<file path="src/rtl/yi_writer_s.sv">
// yi_writer_s: packs a stream of Y elements (16/32/64-bit) into 64-bit AXI4
// single-beat writes starting at YVAL_BASE_ADDR, limiting bursts in flight
// to MAX_OUTSTANDING and reporting completion once every B response is back.
//
// Optional feature: define YI_WRITER_RESP_CHECK_EN to make Write_Err a sticky
// flag for non-OKAY B responses; otherwise bresp is ignored and Write_Err = 0.
//
// Ports
//   clk, rstn                 clock, synchronous active-low reset
//   Write_Begin/Write_Length  start pulse and element count (sampled on start)
//   Ctrl_sig_Yi               element size: 0=16b, 1=32b, 2/3=64b
//   Yi_valid/Yi_ready/Yi_data element stream, right-aligned in Yi_data
//   Write_Done, Write_Err     run complete, sticky response error
//   m_axi_Yi_aw*/w*/b*        AXI4 write master (single-beat INCR, 8 bytes)
//
// state | meaning
// IDLE  | waiting for Write_Begin after reset
// RUN   | accepting elements and issuing beats
// DRAIN | all beats issued, waiting for outstanding B responses
// DONE  | run complete, Write_Done high, new Write_Begin accepted
module yi_writer_s #(
  parameter logic [31:0] YVAL_BASE_ADDR  = 32'h4000_0000,
  parameter int unsigned MAX_OUTSTANDING = 8
) (
  input  logic        clk,
  input  logic        rstn,
  input  logic        Write_Begin,
  input  logic [31:0] Write_Length,
  input  logic [1:0]  Ctrl_sig_Yi,
  input  logic        Yi_valid,
  output logic        Yi_ready,
  input  logic [63:0] Yi_data,
  output logic        Write_Done,
  output logic        Write_Err,
  output logic        m_axi_Yi_awid,
  output logic [47:0] m_axi_Yi_awaddr,
  output logic [7:0]  m_axi_Yi_awlen,
  output logic [2:0]  m_axi_Yi_awsize,
  output logic [1:0]  m_axi_Yi_awburst,
  output logic        m_axi_Yi_awlock,
  output logic [3:0]  m_axi_Yi_awcache,
  output logic [2:0]  m_axi_Yi_awprot,
  output logic [3:0]  m_axi_Yi_awqos,
  output logic        m_axi_Yi_awvalid,
  input  logic        m_axi_Yi_awready,
  output logic [63:0] m_axi_Yi_wdata,
  output logic [7:0]  m_axi_Yi_wstrb,
  output logic        m_axi_Yi_wlast,
  output logic        m_axi_Yi_wvalid,
  input  logic        m_axi_Yi_wready,
  input  logic        m_axi_Yi_bid,
  input  logic [1:0]  m_axi_Yi_bresp,
  input  logic        m_axi_Yi_bvalid,
  output logic        m_axi_Yi_bready
);

  localparam logic [8:0] MAX_OUT = 9'(MAX_OUTSTANDING);

  typedef enum logic [1:0] {IDLE, RUN, DRAIN, DONE} state_t;

  state_t      state_q;
  logic [31:0] len_q;
  logic [31:0] i_q;
  logic [63:0] buf_q;
  logic [7:0]  strb_q;
  logic        pending_q;
  logic        last_q;
  logic        awvalid_q;
  logic        wvalid_q;
  logic        aw_done_q;
  logic        w_done_q;
  logic [47:0] awaddr_q;
  logic [7:0]  out_q;
  logic [7:0]  out_d;

  logic [1:0]  size_log2;
  logic [2:0]  lane_mask;
  logic [7:0]  elem_strb;
  logic [63:0] elem_mask;
  logic [2:0]  lane;
  logic [2:0]  byte_off;
  logic [63:0] lane_data;
  logic [7:0]  lane_strb;
  logic [31:0] i_next;
  logic        last_elem;
  logic        beat_full;
  logic [47:0] beat_addr_d;
  logic        begin_ok;
  logic        accept;
  logic        aw_fire;
  logic        w_fire;
  logic        issue;
  logic        b_evt;

  always_comb begin
    size_log2 = 2'd3;
    lane_mask = 3'b000;
    elem_strb = 8'hFF;
    elem_mask = {64{1'b1}};
    case (Ctrl_sig_Yi)
      2'd0: begin
        size_log2 = 2'd1;
        lane_mask = 3'b011;
        elem_strb = 8'h03;
        elem_mask = 64'h0000_0000_0000_FFFF;
      end
      2'd1: begin
        size_log2 = 2'd2;
        lane_mask = 3'b001;
        elem_strb = 8'h0F;
        elem_mask = 64'h0000_0000_FFFF_FFFF;
      end
      default: ;
    endcase
  end

  // Beats are 8-byte aligned, so the lane is simply the low index bits.
  assign lane        = i_q[2:0] & lane_mask;
  assign byte_off    = lane << size_log2;
  assign lane_data   = (Yi_data & elem_mask) << {byte_off, 3'b000};
  assign lane_strb   = elem_strb << byte_off;
  assign i_next      = i_q + 32'd1;
  assign last_elem   = (i_next == len_q);
  assign beat_full   = (lane == lane_mask);
  // Address of the beat holding element i equals that of its first element.
  assign beat_addr_d = 48'(YVAL_BASE_ADDR) + ((48'(i_q) << size_log2) & ~48'h7);

  assign begin_ok = Write_Begin & ((state_q == IDLE) | (state_q == DONE));
  assign accept   = Yi_valid & Yi_ready;
  assign aw_fire  = awvalid_q & m_axi_Yi_awready;
  assign w_fire   = wvalid_q & m_axi_Yi_wready;
  // A beat is issued once both channels have handshaken, in either order.
  assign issue    = pending_q & (aw_fire | aw_done_q) & (w_fire | w_done_q);
  assign b_evt    = m_axi_Yi_bvalid;

  always_comb begin
    out_d = out_q;
    if (issue & ~b_evt) begin
      out_d = out_q + 8'd1;
    end else if (~issue & b_evt & (out_q != 8'd0)) begin
      out_d = out_q - 8'd1;
    end
  end

  always_ff @(posedge clk) begin
    if (!rstn) begin
      state_q   <= IDLE;
      len_q     <= '0;
      i_q       <= '0;
      buf_q     <= '0;
      strb_q    <= '0;
      pending_q <= 1'b0;
      last_q    <= 1'b0;
      awvalid_q <= 1'b0;
      wvalid_q  <= 1'b0;
      aw_done_q <= 1'b0;
      w_done_q  <= 1'b0;
      awaddr_q  <= '0;
      out_q     <= '0;
    end else begin
      out_q <= out_d;
      case (state_q)
        IDLE, DONE: begin
          if (begin_ok) begin
            len_q     <= Write_Length;
            i_q       <= '0;
            buf_q     <= '0;
            strb_q    <= '0;
            pending_q <= 1'b0;
            last_q    <= 1'b0;
            state_q   <= (Write_Length == 32'd0) ? DONE : RUN;
          end
        end
        RUN: begin
          if (accept) begin
            buf_q  <= buf_q | lane_data;
            strb_q <= strb_q | lane_strb;
            i_q    <= i_next;
            if (beat_full | last_elem) begin
              pending_q <= 1'b1;
              last_q    <= last_elem;
              awvalid_q <= 1'b1;
              wvalid_q  <= 1'b1;
              aw_done_q <= 1'b0;
              w_done_q  <= 1'b0;
              awaddr_q  <= beat_addr_d;
            end
          end
          if (aw_fire) begin
            awvalid_q <= 1'b0;
            aw_done_q <= 1'b1;
          end
          if (w_fire) begin
            wvalid_q <= 1'b0;
            w_done_q <= 1'b1;
          end
          if (issue) begin
            pending_q <= 1'b0;
            aw_done_q <= 1'b0;
            w_done_q  <= 1'b0;
            buf_q     <= '0;
            strb_q    <= '0;
            if (last_q) begin
              state_q <= DRAIN;
            end
          end
        end
        DRAIN: begin
          if (out_q == 8'd0) begin
            state_q <= DONE;
          end
        end
        default: state_q <= IDLE;
      endcase
    end
  end

`ifdef YI_WRITER_RESP_CHECK_EN
  logic err_q;

  always_ff @(posedge clk) begin
    if (!rstn) begin
      err_q <= 1'b0;
    end else if (b_evt && (m_axi_Yi_bresp != 2'b00)) begin
      err_q <= 1'b1;
    end else if (begin_ok) begin
      err_q <= 1'b0;
    end
  end

  assign Write_Err = err_q;
`else
  assign Write_Err = 1'b0;
`endif

  // Response ID is always 0 and bresp only matters with the error check.
  logic unused_inputs;
  assign unused_inputs = ^{m_axi_Yi_bid, m_axi_Yi_bresp};

  assign Yi_ready   = (state_q == RUN) & ~pending_q & ({1'b0, out_q} < MAX_OUT);
  assign Write_Done = (state_q == DONE);

  assign m_axi_Yi_awid    = 1'b0;
  assign m_axi_Yi_awaddr  = awaddr_q;
  assign m_axi_Yi_awlen   = 8'd0;
  assign m_axi_Yi_awsize  = 3'd3;
  assign m_axi_Yi_awburst = 2'b01;
  assign m_axi_Yi_awlock  = 1'b0;
  assign m_axi_Yi_awcache = 4'b0011;
  assign m_axi_Yi_awprot  = 3'd0;
  assign m_axi_Yi_awqos   = 4'd0;
  assign m_axi_Yi_awvalid = awvalid_q;
  assign m_axi_Yi_wdata   = buf_q;
  assign m_axi_Yi_wstrb   = strb_q;
  assign m_axi_Yi_wlast   = 1'b1;
  assign m_axi_Yi_wvalid  = wvalid_q;
  assign m_axi_Yi_bready  = 1'b1;

endmodule

</file>
<file path="config.mk">
export PLATFORM = sky130hd
export DESIGN_NAME = yi_writer_s
export DESIGN_NICKNAME = d
export VERILOG_FILES = /design/src/rtl/yi_writer_s.sv
export SDC_FILE = /design/constraint.sdc
export NUM_CORES = 1
export LEC_CHECK = 0
export ABC_AREA = 1
export BUFFER_PORTS_ARGS = -buffer_cell sky130_fd_sc_hd__buf_2
export CORE_ASPECT_RATIO = 1.25
export CORE_MARGIN = 2
export CORE_UTILIZATION = 25
export DETAILED_ROUTE_END_ITERATION = 10
export PLACE_DENSITY = 0.51
export SLEW_MARGIN = 10
export SYNTH_ARGS = -nofsm -noshare
export SYNTH_HDL_FRONTEND = slang
export SYNTH_SLANG_ARGS = --single-unit
export TNS_END_PERCENT = 20
</file>
<file path="constraint.sdc">
create_clock -name clk -period 3.6 [get_ports clk]
set_clock_uncertainty 0.2 [all_clocks]
set_input_delay 0.36 -clock clk [delete_from_list [all_inputs] [get_ports clk]]
set_output_delay 0.36 -clock clk [all_outputs]
set_load 0.02 [all_outputs]
</file>
# After elaboration in Yosys (flattened, before gate mapping)

Cells that the tools add are included.

Add/sub/neg operators: 4
Order comparisons: 1
Equality and inequality tests: 14
Shift-type cells: 4
Muxes and demuxes: 39
Bitwise logic cells: 22
Reduce and logical (&&, ||, !) cells: 27

Operators with widths:

| cell                     | number |
|---|---|
| $pmux W64 S2             | 2 |
| $mux W64                 | 3 |
| $and A64 B64 Y64         | 1 |
| $mux W32                 | 2 |
| $or A64 B64 Y64          | 1 |
| $pmux W32 S2             | 1 |
| $shl A64 B6 Y64          | 1 |
| $add A31 B48 Y48 const A | 1 |
| $shl A32 B2 Y48          | 1 |
| $mux W8                  | 5 |
| $add A32 B1 Y32 const B  | 1 |
| $eq A32 B32 Y1           | 1 |
| $logic_not A32 Y1        | 1 |
| $pmux W8 S2              | 2 |
| $reduce_and A3 Y1        | 7 |
| $mux W1                  | 14 |
| $ne A2 B2 Y1 const B     | 6 |
| $reduce_and A4 Y1        | 3 |
| $reduce_bool A2 Y1       | 6 |
| $reduce_bool A3 Y1       | 4 |
| $and A1 B1 Y1            | 11 |
| $mux W2                  | 5 |
| $add A8 B1 Y8 const B    | 1 |
| $logic_not A8 Y1         | 1 |
| 19 further kinds         | 30 |

Register bits after elaboration: 200
Input bits: 108
Output and inout bits: 153
Word-level logic and storage cells: 124

# Logic depth before layout (Yosys ltp)

Gate-level depths: netlist (run 1).

Depth after elaboration: 9
Gate-level depth with buffers: 21
Mapped depth without buffers: 19

# Worst setup path before layout (run 1)

OpenSTA, ideal clock, no wires.

Path type: reg-to-reg
From: reg wvalid_q (netlist: m_axi_Yi_wvalid)
To: reg out_q[7]
Library setup time: 0.115 ns
Arrival: 2.711 ns
Required time: 3.285 ns
Setup slack: 0.574 ns
Stages on the path, launching flop included: 19
Buffers on the path: 0
Clock period less this slack: 3.026 ns
Path through: dfxtp_1 > nand2_1 > nand2_1 > nand2_1 > a21oi_1 > inv_1 > or2_2 > ha_1 > a21oi_1 > nand2_1 > a21oi_1 > nor2_1 > o21ai_0 > nand2_1 > a21oi_1 > o21bai_1 > nand3_1 > nand2_1 > nor2_1

Word-level cells in the longest chain between the ends: 7
Elaborated cells on any way between the ends: 9
Classes of those cells: 1 x mux; 7 x bitwise; 1 x reduce/logical

RTL lines:

| item                                | line | text |
|---|---|---|
| start: declaration                  | 69   | `logic wvalid_q;` |
| start signal: assignment            | 155  | `wvalid_q <= 1'b0;` |
| start signal: assignment            | 183  | `wvalid_q <= 1'b1;` |
| start signal: assignment            | 194  | `wvalid_q <= 1'b0;` |
| $and A1 B1 Y1 (*)                   | 131  | `assign w_fire = wvalid_q & m_axi_Yi_wready;` |
| $or A1 B1 Y1 (*)                    | 133  | `assign issue = pending_q & (aw_fire \| aw_done_q) & (w_fire \| w_done_q);` |
| $and A1 B1 Y1 (*)                   | 133  |  |
| $not A1 Y1                          | 140  | `end else if (~issue & b_evt & (out_q != 8'd0)) begin` |
| $and A1 B1 Y1 (2 in series)         | 140  |  |
| $reduce_bool A2 Y1 (no source line) | -    |  |
| end signal: assignment              | 161  | `out_q <= out_d;` |
| end: declaration                    | 73   | `logic [7:0] out_q;` |

Every way passes the cells marked *; elsewhere a longest branch is shown, timed or not.
A chain may end at the register's enable or synchronous reset.

# Worst setup path after layout (run 1)

From: reg i_q[5]
To: reg awaddr_q[13] (netlist: m_axi_Yi_awaddr[13])

Word-level cells in the longest chain between the ends: 4
Elaborated cells on any way between the ends: 6
Classes of those cells: 2 x add/sub; 1 x eq/ne; 1 x shift; 1 x bitwise; 1 x reduce/logical

RTL lines:

| item                               | line | text |
|---|---|---|
| start: declaration                 | 63   | `logic [31:0] i_q;` |
| start signal: assignment           | 178  | `i_q <= i_next;` |
| $add A32 B1 Y32                    | 122  | `assign i_next = i_q + 32'd1;` |
| $eq A32 B32 Y1                     | 123  | `assign last_elem = (i_next == len_q);` |
| $or A1 B1 Y1                       | 179  | `if (beat_full \| last_elem) begin` |
| $reduce_and A3 Y1 (no source line) | -    |  |
| end signal: assignment             | 186  | `awaddr_q <= beat_addr_d;` |
| end: declaration                   | 72   | `logic [47:0] awaddr_q;` |

Several ways; a longest one is shown, not always the timed one.

==> results of run 1 <==
==> worst min-delay path, stage by stage <==
cell and delay, ns:
buf_2 0.09, o21ai_0 0.08, nor2_1 0.08
==> per-layer routing <==
layer  global-route usage  up-vias  wire (um)  share of wire
met1                0.180     4802      13400           0.37
li1                     -     5109          -              -
met4               0.0758        0       1410          0.039
met5                    0        -          0              0
met3               0.0424       59       2140          0.059
met2                0.336      355      19200           0.53
==> per-stage QoR <==
| step | utilization | total power, mW | std cells | cell area (sq um) | setup WS (ns) |
|---|---|---|---|---|---|
| CTS | 0.311 | 8.35 | 2142 | 12100 | 0.210 |
| global route | 0.311 | 8.87 | 2142 | 12100 | 0.0719 |
| detailed placement | 0.288 | 6.23 | 2086 | 11200 | 0.215 |
| finish | 0.311 | 8.27 | 2142 | 12100 | 0.383 |
| floorplan | - | 5.15 | 1468 | 10000 | 0.574 |
| global placement | 0.288 | 6.20 | 2086 | 11200 | 0.345 |
==> registers in the layout (all words and copies together) (netlist names) <==
signal / count
m_axi_Yi_wdata: 64
m_axi_Yi_awaddr: 33
i_q: 32
len_q: 32
m_axi_Yi_wstrb: 8
out_q: 8
state_q: 2
aw_done_q: 1
last_q: 1
m_axi_Yi_awvalid: 1
m_axi_Yi_wvalid: 1
pending_q: 1
w_done_q: 1
==> power by group <==
part / total [mW] / internal (mW) / switching (mW) / leakage, nW
Clock: 2.07 / 1.13 / 0.941 / 0.305
Sequential: 2.94 / 2.51 / 0.428 / 1.51
Combinational: 3.26 / 1.03 / 2.24 / 3.46
Total: 8.27 / 4.66 / 3.61 / 5.28
==> worst min-delay path by stage <==
stage | start | end | slack (ns) | cells after the start
2_1_floorplan | last_q$_SDFFE_PN0P_ | last_q$_SDFFE_PN0P_ | 0.24 | 2
3_3_place_gp | m_axi_Yi_wdata[8]$_SDFFE_PN0P_ | m_axi_Yi_wdata[8]$_SDFFE_PN0P_ | 0.23 | 2
3_5_place_dp | m_axi_Yi_wdata[6]$_SDFFE_PN0P_ | m_axi_Yi_wdata[6]$_SDFFE_PN0P_ | 0.24 | 2
4_1_cts | Write_Length[24] | len_q[24]$_SDFFE_PN0P_ | 0.0002 | 3
5_1_grt | Yi_data[0] | m_axi_Yi_wdata[0]$_SDFFE_PN0P_ | 0.002 | 3
6_report | Write_Length[29] | len_q[29]$_SDFFE_PN0P_ | 0.005 | 3
==> timing repair <==
action                     4_1_cts  5_1_grt
gates resized for setup          0        3
setup endpoints to repair        0       28
buffers inserted                 0        0
hold buffers                    24        0
hold endpoints to repair        24        0
==> cells in the final DEF (no fill, tap or decap), types with 11 or more instances in the layout <==
cell / synthesis / layout
buf_4: 45 / 19
o22ai_1: 31 / 30
dfxtp_1: 185 / 184
a21oi_1: 179 / 179
a221oi_1: 17 / 17
a31oi_1: 17 / 17
ha_1: 12 / 12
nand2_1: 285 / 284
a211oi_1: 11 / 11
inv_1: 119 / 117
dlygate4sd3_1: 0 / 24
conb_1: 2 / 44
nor2_1: 166 / 166
clkbuf_16: 0 / 17
a22o_1: 16 / 16
buf_2: 6 / 213
nand3_1: 114 / 114
o21ai_0: 60 / 59
==> kinds of logic after synthesis <==
family                   synth area share
buffers and inverters               0.114
AO/OA/AOI/OAI                       0.208
XOR/XNOR                           0.0107
flip-flops                          0.376
AND/OR/NAND/NOR                     0.274
other                            0.000762
adder cells (fa/ha/maj)            0.0173
==> cell type report <==
class | instances | area (sq um) | area share
Multi-Input combinational cell | 1043 | 5200 | 0.429
Sequential cell | 185 | 3700 | 0.306
Timing Repair Buffer | 258 | 1490 | 0.123
Tap cell | 498 | 623 | 0.0514
Inverter | 126 | 477 | 0.0393
Clock buffer | 18 | 429 | 0.0354
Clock inverter | 14 | 200 | 0.0165
==> flow_summary_export.csv, run 1 <==
group,metric,value,unit
run_status,status,"finished clean",
placement,place_congestion,0.908,
sta,post-route-period-util,0.894,
setup_path,r2r_slack,0.38,ns
placement,dpl.hpwl,27.6,mm
setup_path,cp_common_cell,"nand2_1",
detailed_routing,drtIter0Drc,506,
grt,grt_max_degree,74,
sta,setup_viol,0,
floorplan,ios,261,
logic_synthesis,syn_area_per_cell,6.91,sq um
logic_synthesis,yosysWarningCount,0,
logic_synthesis,ys_top_cells_by_area,"dfxtp_1 38%, nand2_1 11%, a21oi_1 9.1%, nor2_1 6.3%, nand3_1 5.8%",
layout,fillCellCount,4328,
floorplan,placement_rows,81,
power_and_ir_drop,irDropWorstVdd,359,uV
setup_path,startpoint_type,"flop",
job,drv_cap,0,
setup_path,r2r_end,"m_axi_Yi_awaddr[13]$_SDFFE_PN0P_",
detailed_routing,totalWireLength,36.1,mm
clock_network,clockRootBuffer,"clkbuf_16",
setup_path,slowest_delay,0.51,ns
floorplan,core,39000,sq um
setup_path,end_kind,"flop",
setup_path,arrival,3.35,ns
sta,max_freq,311,MHz
detailed_routing,routedWlPerCell,16.9,um
layout,drive_above_1_share,0.189,
logic_synthesis,synthTopCellsByCount,"285 x nand2_1, 185 x dfxtp_1, 179 x a21oi_1",
logic_synthesis,synth_edf_count,0,
hold_path,min_path_type,"input port to flop",
grt,grt_pass1_wl,55.5,mm
setup_path,path_depth,16,
clock_network,ctsHtreeMaxLevel,4,
clock_network,cts_tree,"yes",
sta,fin_crit,3.22,ns
logic_synthesis,ys_types,43,
detailed_routing,vias,10325,
layout,n_antenna_cell,0,
detailed_routing,drc,0,
logic_synthesis,netlist.top_cell.by_area,"dfxtp_1",
sta,slew_viol_final,0,
setup_path,setup.worst_path.end,"m_axi_Yi_awaddr[13]$_SDFFE_PN0P_",
clock_network,cts.sinks,185,
floorplan,dieWidth,182,um
power_and_ir_drop,power_per_cell_area,682,nW/um^2
clock_network,clkTransAtPathRegs,0.08,ns
setup_path,r2r_cells,16,
grt,overflow,0,
logic_synthesis,yosysTopAreaCellShare,0.376,
logic_synthesis,synth-seq-cells,185,
floorplan,dieArea,41000,sq um
sta,tightest_slew,0.655,ns
detailed_routing,first_pass_iters,5,
setup_path,critical_path.top_delay_family,"simple AND/OR/NAND/NOR gates",
layout,fin_nets,1752,
logic_synthesis,ys.flop_type,"dfxtp_1",
clock_network,cts_buffers,17,
grt,grt_pass1_vias,10100,
sta,rsz0062_at_grt,"false",
clock_network,cts_buffer_depth,2,
logic_synthesis,seq_area_frac_synth,0.376,
setup_path,path_max_fanout,64,
setup_path,crit_chain,"nand2_1 > nor2_1 > nand2_1 > nor2_1 > nand3_1 > nand2_1 > nand2_1 > nand2_1 > nand3_1 > nor2_1 > nand3_1 > nand2_2 > buf_12 > nand3_1 > nand2_1 > nor2_1",
grt,antenna_found_initial,0,
setup_path,crit_type,"flop to flop",
clock_network,clk-insertion-delay-late,0.44,ns
sta,relSlewSlack,0.562,
power_and_ir_drop,power.leakage,5.28,nW
setup_path,cp.required,3.73,ns
setup_path,crit_slowest_cell,"dfxtp_1",
setup_path,setup.worst_path.start,"i_q[5]$_SDFFE_PN0P_",
grt,grt_use_total,0.175,
detailed_routing,via_per_inst,4.82,
logic_synthesis,syn_area,9850,sq um
detailed_routing,drtAntennaViolNets,0,
sta,tns,0,ns
logic_synthesis,synthArstFlopShare,0,
logic_synthesis,yosysMostFrequentCell,"nand2_1",
layout,area_growth,23.0,%
logic_synthesis,synth_cells,1426,
placement,port_buffers,213,
setup_path,worst-path-buf-inv,1,
floorplan,initial_core_util,0.253,
floorplan,dieHeight,226,um
sta,holdWs,0.00547,ns
sta,hold_viol_final,0,
setup_path,worstReg2RegStart,"i_q[5]$_SDFFE_PN0P_",
Note: power is estimated with default switching activity, not from simulation.
==> run 2: changes to the inputs <==
--- a/config.mk
+++ b/config.mk
@@ -9,9 +9,9 @@
 export BUFFER_PORTS_ARGS = -buffer_cell sky130_fd_sc_hd__buf_2
 export CORE_ASPECT_RATIO = 1.25
 export CORE_MARGIN = 2
-export CORE_UTILIZATION = 25
+export CORE_UTILIZATION = 54
 export DETAILED_ROUTE_END_ITERATION = 10
-export PLACE_DENSITY = 0.51
+export PLACE_DENSITY = 0.89
 export SLEW_MARGIN = 10
 export SYNTH_ARGS = -nofsm -noshare
 export SYNTH_HDL_FRONTEND = slang
==> flow_summary_export.csv, run 2 (same netlist as run 1, synthesis figures left out) <==
group,metric,value,unit
power_and_ir_drop,cellInternalPower,4.46,mW
floorplan,placement_rows,55,
setup_path,end_kind,"flop",
setup_path,cp.required,3.74,ns
clock_network,clkTransAtPathRegs,0.08,ns
detailed_routing,routedWlPerCell,17.3,um
placement,dp_slack,0.308,ns
power_and_ir_drop,swShare,0.447,
setup_path,path_max_fanout,55,
power_and_ir_drop,seq_power_share,0.364,
clock_network,cts_tree,"yes",
floorplan,dieHeight,155,um
detailed_routing,met3_wirelength,2.52,mm
setup_path,startpoint_type,"flop",
layout,fin_nets,1747,
detailed_routing,via_per_inst,5.76,
layout,n_antenna_cell,0,
layout,final_cell_mix,"284 x nand2_1, 213 x buf_2, 185 x dfxtp_1, 178 x a21oi_1, 166 x nor2_1",
placement,place_congestion,1.01,
power_and_ir_drop,p_clk_frac,0.235,
layout,final_common_cell,"nand2_1",
floorplan,dieArea,19400,sq um
detailed_routing,first_pass_iters,7,
hold_path,min_path_type,"input port to flop",
layout,design_area,11700,sq um
layout,area_growth,19.0,%
placement,placed_area,10900,sq um
floorplan,initial_core_util,0.546,
detailed_routing,routed.top_layer,"met4",
floorplan,core,18000,sq um
layout,fillCellCount,1590,
run_status,status,"finished clean",
clock_network,clk-insertion-delay-late,0.44,ns
layout,largest_reg_flops,64,
layout,drive_above_1_share,0.187,
sta,fin_crit,3.32,ns
layout,utilization,0.650,
sta,setup_viol,0,
detailed_routing,vias,10761,
sta,slew_viol_final,0,
power_and_ir_drop,p_sw,3.60,mW
placement,port_buffers,213,
clock_network,ctsHtreeMaxLevel,4,
clock_network,cts_buffer_depth,2,
setup_path,crit_type,"flop to flop",
grt,antenna_found_initial,0,
floorplan,dieWidth,125,um
power_and_ir_drop,irDropWorstVdd,420,uV
clock_network,clockRootBuffer,"clkbuf_16",
sta,post-route-period-util,0.923,
floorplan,ios,261,
sta,setup_slack,0.277,ns
grt,grt_use_total,0.316,
layout,final_cells,1867,
sta,relSlewSlack,0.269,
detailed_routing,drc,0,
hold_path,hold_depth,3,
detailed_routing,wl_met2,16.2,mm
detailed_routing,drtIter0Drc,827,
grt,grt_pass1_vias,9965,
clock_network,cts.sinks,185,
setup_path,arrival,3.47,ns
power_and_ir_drop,power.leakage,5.24,nW
sta,rsz0062_at_grt,"false",
placement,dpl.hpwl,23.2,mm
power_and_ir_drop,power_frac_comb,0.401,
placement,post-place-cells,1811,
power_and_ir_drop,power_per_cell_area,688,nW/um^2
clock_network,cts_buffers,17,
grt,overflow,0,
detailed_routing,drtAntennaViolNets,0,
job,drv_cap,0,
sta,hold_viol_final,0,
grt,grt_pass1_wl,48.8,mm
sta,max_freq,301,MHz
grt,grt_max_degree,74,
detailed_routing,wl_met1,10.9,mm
sta,tns,0,ns
setup_path,r2r_cells,17,
detailed_routing,totalWireLength,32.3,mm
sta,tightest_slew,1.09,ns
-- run 2: cell types whose count changed in the layout (fill, tap and decap cells not counted), sizes merged --
cell,change
buf,-5
bufinv,-3
clkbuf,-1
clkinv,+7
clkinvlp,-2
inv,-1
-- run 2: area by class of cell --
type | count | area [sq um] | area share
Multi-Input combinational cell | 1043 | 5210 | 0.444
Sequential cell | 185 | 3700 | 0.316
Timing Repair Buffer | 253 | 1450 | 0.124
Inverter | 126 | 473 | 0.0404
Clock buffer | 17 | 425 | 0.0363
Tap cell | 228 | 285 | 0.0243
Clock inverter | 15 | 176 | 0.0151
-- run 2: through the flow --
step                hold WS [ns]  power (mW)
floorplan                  0.239        5.15
global route              0.0236        8.50
detailed placement         0.238        6.06
CTS                     0.000662        7.98
finish                    0.0136        8.06
global placement           0.233        5.98
-- run 2: power groups by stage --
stage	clock network (mW)	registers, mW	logic [mW]
final	1.89	2.94	3.23
after global routing	1.99	2.98	3.54
after CTS	1.91	2.91	3.16
after detailed placement	0	2.95	3.12
after global placement	0	2.94	3.05
after floorplan	0	3.06	2.09
-- run 2: worst paths after layout --
path | to | slack [ns] | startpoint
hold reg to reg | m_axi_Yi_wdata[12]$_SDFFE_PN0P_ | 0.25 | m_axi_Yi_wdata[12]$_SDFFE_PN0P_
hold / removal | m_axi_Yi_wdata[32]$_SDFFE_PN0P_ | 0.01 | Yi_data[32]
setup reg to reg | m_axi_Yi_awaddr[16]$_SDFFE_PN0P_ | 0.28 | i_q[0]$_SDFFE_PN0P_
setup / recovery | m_axi_Yi_awaddr[16]$_SDFFE_PN0P_ | 0.28 | i_q[0]$_SDFFE_PN0P_
-- run 2: per-layer routing --
| layer | GRT usage | vias to the layer above |
|---|---|---|
| met5 | 0 | - |
| li1 | - | 5093 |
| met1 | 0.312 | 4900 |
| met4 | 0.238 | 0 |
| met3 | 0.0657 | 153 |
| met2 | 0.581 | 615 |
-- run 2: worst max-delay path, stage by stage, from the launching register on --
cell and delay (ns):
dfxtp_1 0.46, ha_1 0.25, nand2_2 0.11, nor2_4 0.24, nand3_1 0.23, o21ai_1 0.23, nand2_1 0.09, nand2_1 0.06
nand2_1 0.06, nor2_1 0.09, nand2_1 0.06, nor2_1 0.18, nand3_1 0.19, nand2_4 0.22, buf_12 0.26, nand3_1 0.14
nand2_1 0.10, nor2_1 0.04
-- run 2: what timing repair did --
item / 4_1_cts / 5_1_grt
endpoints found under the setup margin: 0 / 3
endpoints found under the hold margin: 24 / 0
buffers inserted: 0 / 0
resized for setup: 0 / 2
hold buffers: 24 / 0
